### src/rtl/bram_fetch_arbiter.sv
// Shares one BRAM read port between NUM_REQ tile fetchers: round-robin per tile,
// BEATS_PER_TILE consecutive reads per burst, read data tagged with the owner ID.
module bram_fetch_arbiter #(
  parameter int NUM_REQ        = 3,
  parameter int BEATS_PER_TILE = 2,
  parameter int ADDR_WIDTH     = 11,
  parameter int TILE_W         = 9,
  parameter int DATA_WIDTH     = 256,
  parameter int RD_LATENCY     = 1,
  parameter int ID_W           = (NUM_REQ > 1) ? $clog2(NUM_REQ) : 1
) (
  input  logic                        clk,
  input  logic                        rst_n,
  input  logic [NUM_REQ-1:0]          req,
  input  logic [NUM_REQ*TILE_W-1:0]   tile_idx,
  output logic [NUM_REQ-1:0]          grant,
  output logic [NUM_REQ-1:0]          done,
  output logic [ADDR_WIDTH-1:0]       bram_addr,
  output logic                        bram_en,
  input  logic [DATA_WIDTH-1:0]       bram_rdata,
  output logic [DATA_WIDTH-1:0]       rd_data,
  output logic                        rd_valid,
  output logic [ID_W-1:0]             rd_id
);

  localparam int BEAT_W = (BEATS_PER_TILE > 1) ? $clog2(BEATS_PER_TILE) : 1;
  localparam int PROD_W = TILE_W + BEAT_W + 1;
  localparam logic [BEAT_W-1:0] LAST_BEAT = BEAT_W'(BEATS_PER_TILE - 1);
  localparam logic [ID_W-1:0]   LAST_ID   = ID_W'(NUM_REQ - 1);

  typedef enum logic [1:0] {
    IDLE  = 2'd0,
    BURST = 2'd1,
    DONE  = 2'd2
  } state_t;

  state_t                 state_r, state_s;
  logic [ID_W-1:0]        owner_r, owner_s, last_winner_r, last_winner_s;
  logic [TILE_W-1:0]      tile_r, tile_s;
  logic [BEAT_W-1:0]      beat_r, beat_s;
  logic [ID_W-1:0]        win_s, cand_s;
  int                     cand_int_s;
  logic [PROD_W-1:0]      addr_full_s;
  logic [NUM_REQ-1:0]     grant_r, grant_s, done_r, done_s;
  logic                   bram_en_r, bram_en_s;
  logic [ADDR_WIDTH-1:0]  bram_addr_r, bram_addr_s;
  logic [RD_LATENCY-1:0]            pipe_en_r;
  logic [RD_LATENCY-1:0][ID_W-1:0]  pipe_id_r;

  function automatic logic [NUM_REQ-1:0] onehot(input logic [ID_W-1:0] id);
    return {{(NUM_REQ-1){1'b0}}, 1'b1} << id;
  endfunction

  // Round-robin winner: scan from farthest to nearest so the nearest pending requester wins.
  always_comb begin
    win_s      = {ID_W{1'b0}};
    cand_s     = {ID_W{1'b0}};
    cand_int_s = 0;
    for (int i = NUM_REQ; i >= 1; i--) begin
      cand_int_s = int'(last_winner_r) + i;
      if (cand_int_s >= NUM_REQ) begin
        cand_int_s = cand_int_s - NUM_REQ;
      end else begin
        cand_int_s = cand_int_s;
      end
      cand_s = ID_W'(cand_int_s);
      win_s  = req[cand_s] ? cand_s : win_s;
    end
  end

  // Next-state logic for the burst FSM and its context registers.
  always_comb begin
    state_s       = state_r;
    owner_s       = owner_r;
    tile_s        = tile_r;
    beat_s        = beat_r;
    last_winner_s = last_winner_r;
    case (state_r)
      IDLE: begin
        if (|req) begin
          state_s = BURST;
          owner_s = win_s;
          tile_s  = tile_idx[int'(win_s)*TILE_W +: TILE_W];
          beat_s  = {BEAT_W{1'b0}};
        end else begin
          state_s = IDLE;
        end
      end
      BURST: begin
        if (beat_r == LAST_BEAT) begin
          state_s = DONE;
        end else begin
          beat_s = beat_r + BEAT_W'(1);
        end
      end
      DONE: begin
        state_s       = IDLE;
        last_winner_s = owner_r;
      end
      default: state_s = IDLE;
    endcase
  end

  // Outputs are precomputed from the next state so they leave the block registered.
  always_comb begin
    addr_full_s = PROD_W'(tile_s) * PROD_W'(BEATS_PER_TILE) + PROD_W'(beat_s);
    bram_en_s   = (state_s == BURST);
    bram_addr_s = bram_en_s ? ADDR_WIDTH'(addr_full_s) : {ADDR_WIDTH{1'b0}};
    grant_s     = (state_s != IDLE) ? onehot(owner_s) : {NUM_REQ{1'b0}};
    done_s      = (state_s == DONE) ? onehot(owner_s) : {NUM_REQ{1'b0}};
  end

  // FSM, context and output registers.
  always_ff @(posedge clk or negedge rst_n) begin
    if (!rst_n) begin
      state_r       <= IDLE;
      owner_r       <= {ID_W{1'b0}};
      tile_r        <= {TILE_W{1'b0}};
      beat_r        <= {BEAT_W{1'b0}};
      last_winner_r <= LAST_ID;
      grant_r       <= {NUM_REQ{1'b0}};
      done_r        <= {NUM_REQ{1'b0}};
      bram_en_r     <= 1'b0;
      bram_addr_r   <= {ADDR_WIDTH{1'b0}};
    end else begin
      state_r       <= state_s;
      owner_r       <= owner_s;
      tile_r        <= tile_s;
      beat_r        <= beat_s;
      last_winner_r <= last_winner_s;
      grant_r       <= grant_s;
      done_r        <= done_s;
      bram_en_r     <= bram_en_s;
      bram_addr_r   <= bram_addr_s;
    end
  end

  // Tag pipeline tracks the BRAM read latency; idle slots carry ID 0.
  always_ff @(posedge clk or negedge rst_n) begin
    if (!rst_n) begin
      pipe_en_r <= {RD_LATENCY{1'b0}};
      pipe_id_r <= {(RD_LATENCY*ID_W){1'b0}};
    end else begin
      pipe_en_r[0] <= bram_en_r;
      pipe_id_r[0] <= bram_en_r ? owner_r : {ID_W{1'b0}};
      for (int i = 1; i < RD_LATENCY; i++) begin
        pipe_en_r[i] <= pipe_en_r[i-1];
        pipe_id_r[i] <= pipe_id_r[i-1];
      end
    end
  end

  assign grant     = grant_r;
  assign done      = done_r;
  assign bram_en   = bram_en_r;
  assign bram_addr = bram_addr_r;
  assign rd_data   = bram_rdata;
  assign rd_valid  = pipe_en_r[RD_LATENCY-1];
  assign rd_id     = pipe_id_r[RD_LATENCY-1];

endmodule

### config.mk
export PLATFORM = sky130hd
export DESIGN_NAME = bram_fetch_arbiter
export DESIGN_NICKNAME = d
export VERILOG_FILES = /design/src/rtl/bram_fetch_arbiter.sv
export SDC_FILE = /design/constraint.sdc
export NUM_CORES = 1
export LEC_CHECK = 0
export BUFFER_PORTS_ARGS = -buffer_cell sky130_fd_sc_hd__buf_2
export CORE_AREA = 3 3 220 222
export CTS_BUF_LIST = sky130_fd_sc_hd__clkbuf_8
export CTS_CLUSTER_SIZE = 24
export DETAILED_ROUTE_END_ITERATION = 6
export DIE_AREA = 0 0 223 225
export GPL_TIMING_DRIVEN = 0
export MAX_ROUTING_LAYER = met4
export SLEW_MARGIN = 20
export SYNTH_ARGS = -nofsm -noshare
export SYNTH_HDL_FRONTEND = slang
export SYNTH_SLANG_ARGS = --single-unit
### constraint.sdc
create_clock -name clk -period 2.7 [get_ports clk]
set_input_delay 0.54 -clock clk [delete_from_list [all_inputs] [get_ports clk]]
set_output_delay 0.54 -clock clk [all_outputs]
set_load 0.02 [all_outputs]
==> metrics.md <==
| Metric | Value |
|---|---|
| Status | `completed` |
| Leakage | `3.27 nW` |
| Placed Area | `0.00587 mm2` |
| Synth Net Count | `699` |
| Maximum VDD drop | `0.420 mV` |
| H-tree lvl count | `2` |
| Initial antenna violation count | `5` |
| R2r endpoint | `bram_addr[6]$_DFF_PN0_` |
| Multi-input gate area | `682 um2` |
| Met2 routed WL | `10.9 mm` |
| Endpoints failing setup | `0` |
| Synth Flop Type | `dfrtp_1` |
| Setup_tns | `0 ns` |
| Antenna-violating nets left | `0` |
| Register area share after synthesis | `25.3%` |
| CP arrival | `2.65 ns` |
| Core area | `0.0466 mm2` |
| Area of the die | `0.0502 mm2` |
| Synth-to-layout area growth | `67.0%` |
| Clock period minus worst slack | `2.45 ns` |
| Via-to-Cell Ratio | `2.69` |
| Cell area after layout | `0.00596 mm2` |
| WL final | `19.0 mm` |
| Rows | `79` |
| Metal1 wirelength | `6.26 mm` |
| Avg Cell Area, Syn | `8.75 um2` |
| Worst-path fanout max | `10` |
| First-pass GRT wire length | `25.0 mm` |
| DRC errors left | `0` |
| Post-synthesis cell area | `0.00357 mm2` |
| Initial drt markers | `140` |
| CP Data Required Time | `2.90 ns` |
| CP startpoint | `last_winner_r[1]$_DFFE_PN1N_` |
| WS Path Type | `flop to flop` |
| Cells after Synth | `408` |
| RSZ-0062 raised after global routing | `false` |
| IO Pins | `565` |
| Die Wd | `223 um` |
| Gr ovfl total | `0` |
| Post-CTS Setup Bufs | `0` |
| Total CTS buffers | `5` |
| Worst Skew | `0.00471 ns` |
| Die Height | `225 um` |
| Vias after detailed routing | `3597` |
| Register Area | `902 um2` |
| Reg2Reg Depth | `8` |
| Synth Register Bits | `36` |
| Power per standard cell area | `548 mW/mm2` |
| Largest net degree at the start of global routing | `37` |
| Post-Route Utilization | `12.8%` |
| Max frequency | `408 MHz` |
| Worst Max-Slew Pin Slew | `0.788 ns` |
| Initial Util | `7.67%` |
| Yosys warns | `0` |
| Clk_lat worst skew | `0.28 ns` |
| Synth async-reset ratio | `100%` |
| Crit. End Element | `flop` |
| Share of cells above drive strength 1 | `81.4%` |
| Reg2reg start | `last_winner_r[1]$_DFFE_PN1N_` |
| Nets | `1013` |
| Final worst path period share | `90.7%` |
| CTS tree | `done` |
| CTS sink cnt | `36` |
| Post-cts resize count | `0` |
| Slew Viols, Final | `0` |
| Worst reg-to-reg setup slack | `0.25 ns` |
| Slew Limit Headroom | `47.5%` |
| Cts hold-fix bufs | `0` |
| Port Buffers | `307` |
| Drt pass-1 iters | `4` |
| Number of enable flip-flop cells after synthesis | `0` |
| Fin. Hold Viols | `0` |
| Min-Delay Path Class | `input port to async pin` |
| Startpoint Class | `flop` |
| Vias in the first global route | `3750` |
| Distinct cells, synth | `36` |
| Routed WL per cell | `14.2 um` |
| All-Layer GR Usage | `6.93%` |
| Buffer depth of the longest clock path | `2` |
| Gpl congestion | `0.792` |
| CTS root buf | `clkbuf_8` |
| Top Layer Used | `met4` |
| Clock Pin Slew Worst Setup and Hold Paths | `0.07 ns` |
| DP HPWL | `17.7 mm` |
| MaxCap Viol Count | `0` |
| WL met3 | `1.76 mm` |
| Fillers | `5322` |
[layout make-up]
type / instances / share of cell area [%]
tap: 607 / 12.7
clock buffer: 5 / 1.15
clock inverter: 2 / 0.147
buffer: 262 / 32.8
antenna: 8 / 0.336
multi-input combinational: 102 / 11.4
timing repair buffer: 307 / 25.8
sequential: 36 / 15.1
inverter: 8 / 0.503
[stage by stage]
stage | power (mW) | worst slack [ns] | hold WS [ns] | cells
floorplan | 2.32 | 0.698 | 0.244 | 408
global placement | 2.91 | 0.326 | 0.402 | 1322
detailed placement | 2.96 | 0.246 | 0.417 | 1322
CTS | 3.32 | 0.203 | 0.366 | 1329
global route | 3.51 | 0.0785 | 0.399 | 1334
finish | 3.27 | 0.250 | 0.339 | 1337
[synthesized netlist by cell type (all sizes together), types with 2 or more instances]
| cell | count | share of area [%] |
|---|---|---|
| a21o | 10 | 2.1 |
| a21oi | 10 | 1.4 |
| a22oi | 9 | 3.0 |
| and2 | 3 | 0.53 |
| buf | 261 | 55 |
| dfrtp | 35 | 25 |
| ha | 3 | 1.1 |
| inv | 8 | 0.84 |
| nand2 | 14 | 1.5 |
| nand2b | 4 | 0.70 |
| nand3 | 10 | 1.4 |
| nor2 | 4 | 0.42 |
| nor2b | 2 | 0.35 |
| nor3 | 5 | 0.84 |
| o21ai | 15 | 2.2 |
[critical path, stage by stage, from the launching register on]
cell and delay [ns]:
dfstp_2 0.55, inv_1 0.06, ha_1 0.27, buf_4 0.14
inv_1 0.07, o311ai_2 0.69, o21ai_0 0.18, a21o_1 0.25
a21oi_1 0.16
[sequential cells by signal (all words and copies together), names as in the netlist]
name / flops
grant: 3
last_winner_r: 2
tile_r: 9
rd_valid: 1
done: 3
beat_r: 1
state_r: 2
rd_id: 2
bram_addr: 10
bram_en: 1
owner_r: 2
[cell usage in the layout, fill, tap and decap left out, drive strengths merged]
cell    netlist  layout
nor2b         2       2
ha            3       3
nor3          5       5
mux2i         1       1
a21oi        10      10
dfrtp        35      35
nand3        10      10
nor4bb        1       1
clkbuf        1       6
and4b         1       1
a22oi         9       9
conb          1       1
a221oi        1       1
diode         0       8
or3           1       1
o311ai        1       1
o311a         1       1
o32ai         1       1
nor2          4       4
inv           8       9
dfstp         1       1
buf         261     568
nand2        14      14
a21boi        1       1
clkinv        0       1
a21o         10      10
o21bai        1       1
and2          3       3
mux2          1       1
o21a          1       1
o21ai        15      15
nand2b        4       4
[cells by family (layout without fill, tap and decap cells)]
kind of cell             after synthesis  in the layout  synth area share, %
AND/OR/NAND/NOR                       45             45                 6.59
other                                  1              9                0.105
multiplexers                           2              2                0.596
adder cells (fa/ha/maj)                3              3                 1.05
flip-flops                            36             36                 25.3
buffers and inverters                270            584                 55.6
AO/OA/AOI/OAI                         51             51                 10.8
[routing by layer]
metal | up-vias | GRT usage, %
li1 | 1683 | -
met1 | 1647 | 6.68
met2 | 263 | 13.5
met3 | 4 | 2.37
met4 | 0 | 1.09
met5 | - | -
[report_power, final]
| part | internal [mW] | switching, mW | leakage [nW] | total [mW] |
|---|---|---|---|---|
| logic | 0.828 | 1.21 | 2.76 | 2.04 |
| registers | 0.766 | 0.117 | 0.461 | 0.884 |
| clock network | 0.171 | 0.173 | 0.0452 | 0.345 |
[worst max path at each step]
| stage | end | slack [ns] |
|---|---|---|
| global route | bram_addr[6]$_DFF_PN0_ | 0.08 |
| CTS | bram_addr[6]$_DFF_PN0_ | 0.20 |
| finish | bram_addr[6]$_DFF_PN0_ | 0.25 |
| floorplan | bram_addr[2]$_DFF_PN0_ | 0.70 |
| global placement | bram_addr[5]$_DFF_PN0_ | 0.33 |
| detailed placement | bram_addr[6]$_DFF_PN0_ | 0.25 |
(Power assumes the default switching activity.)
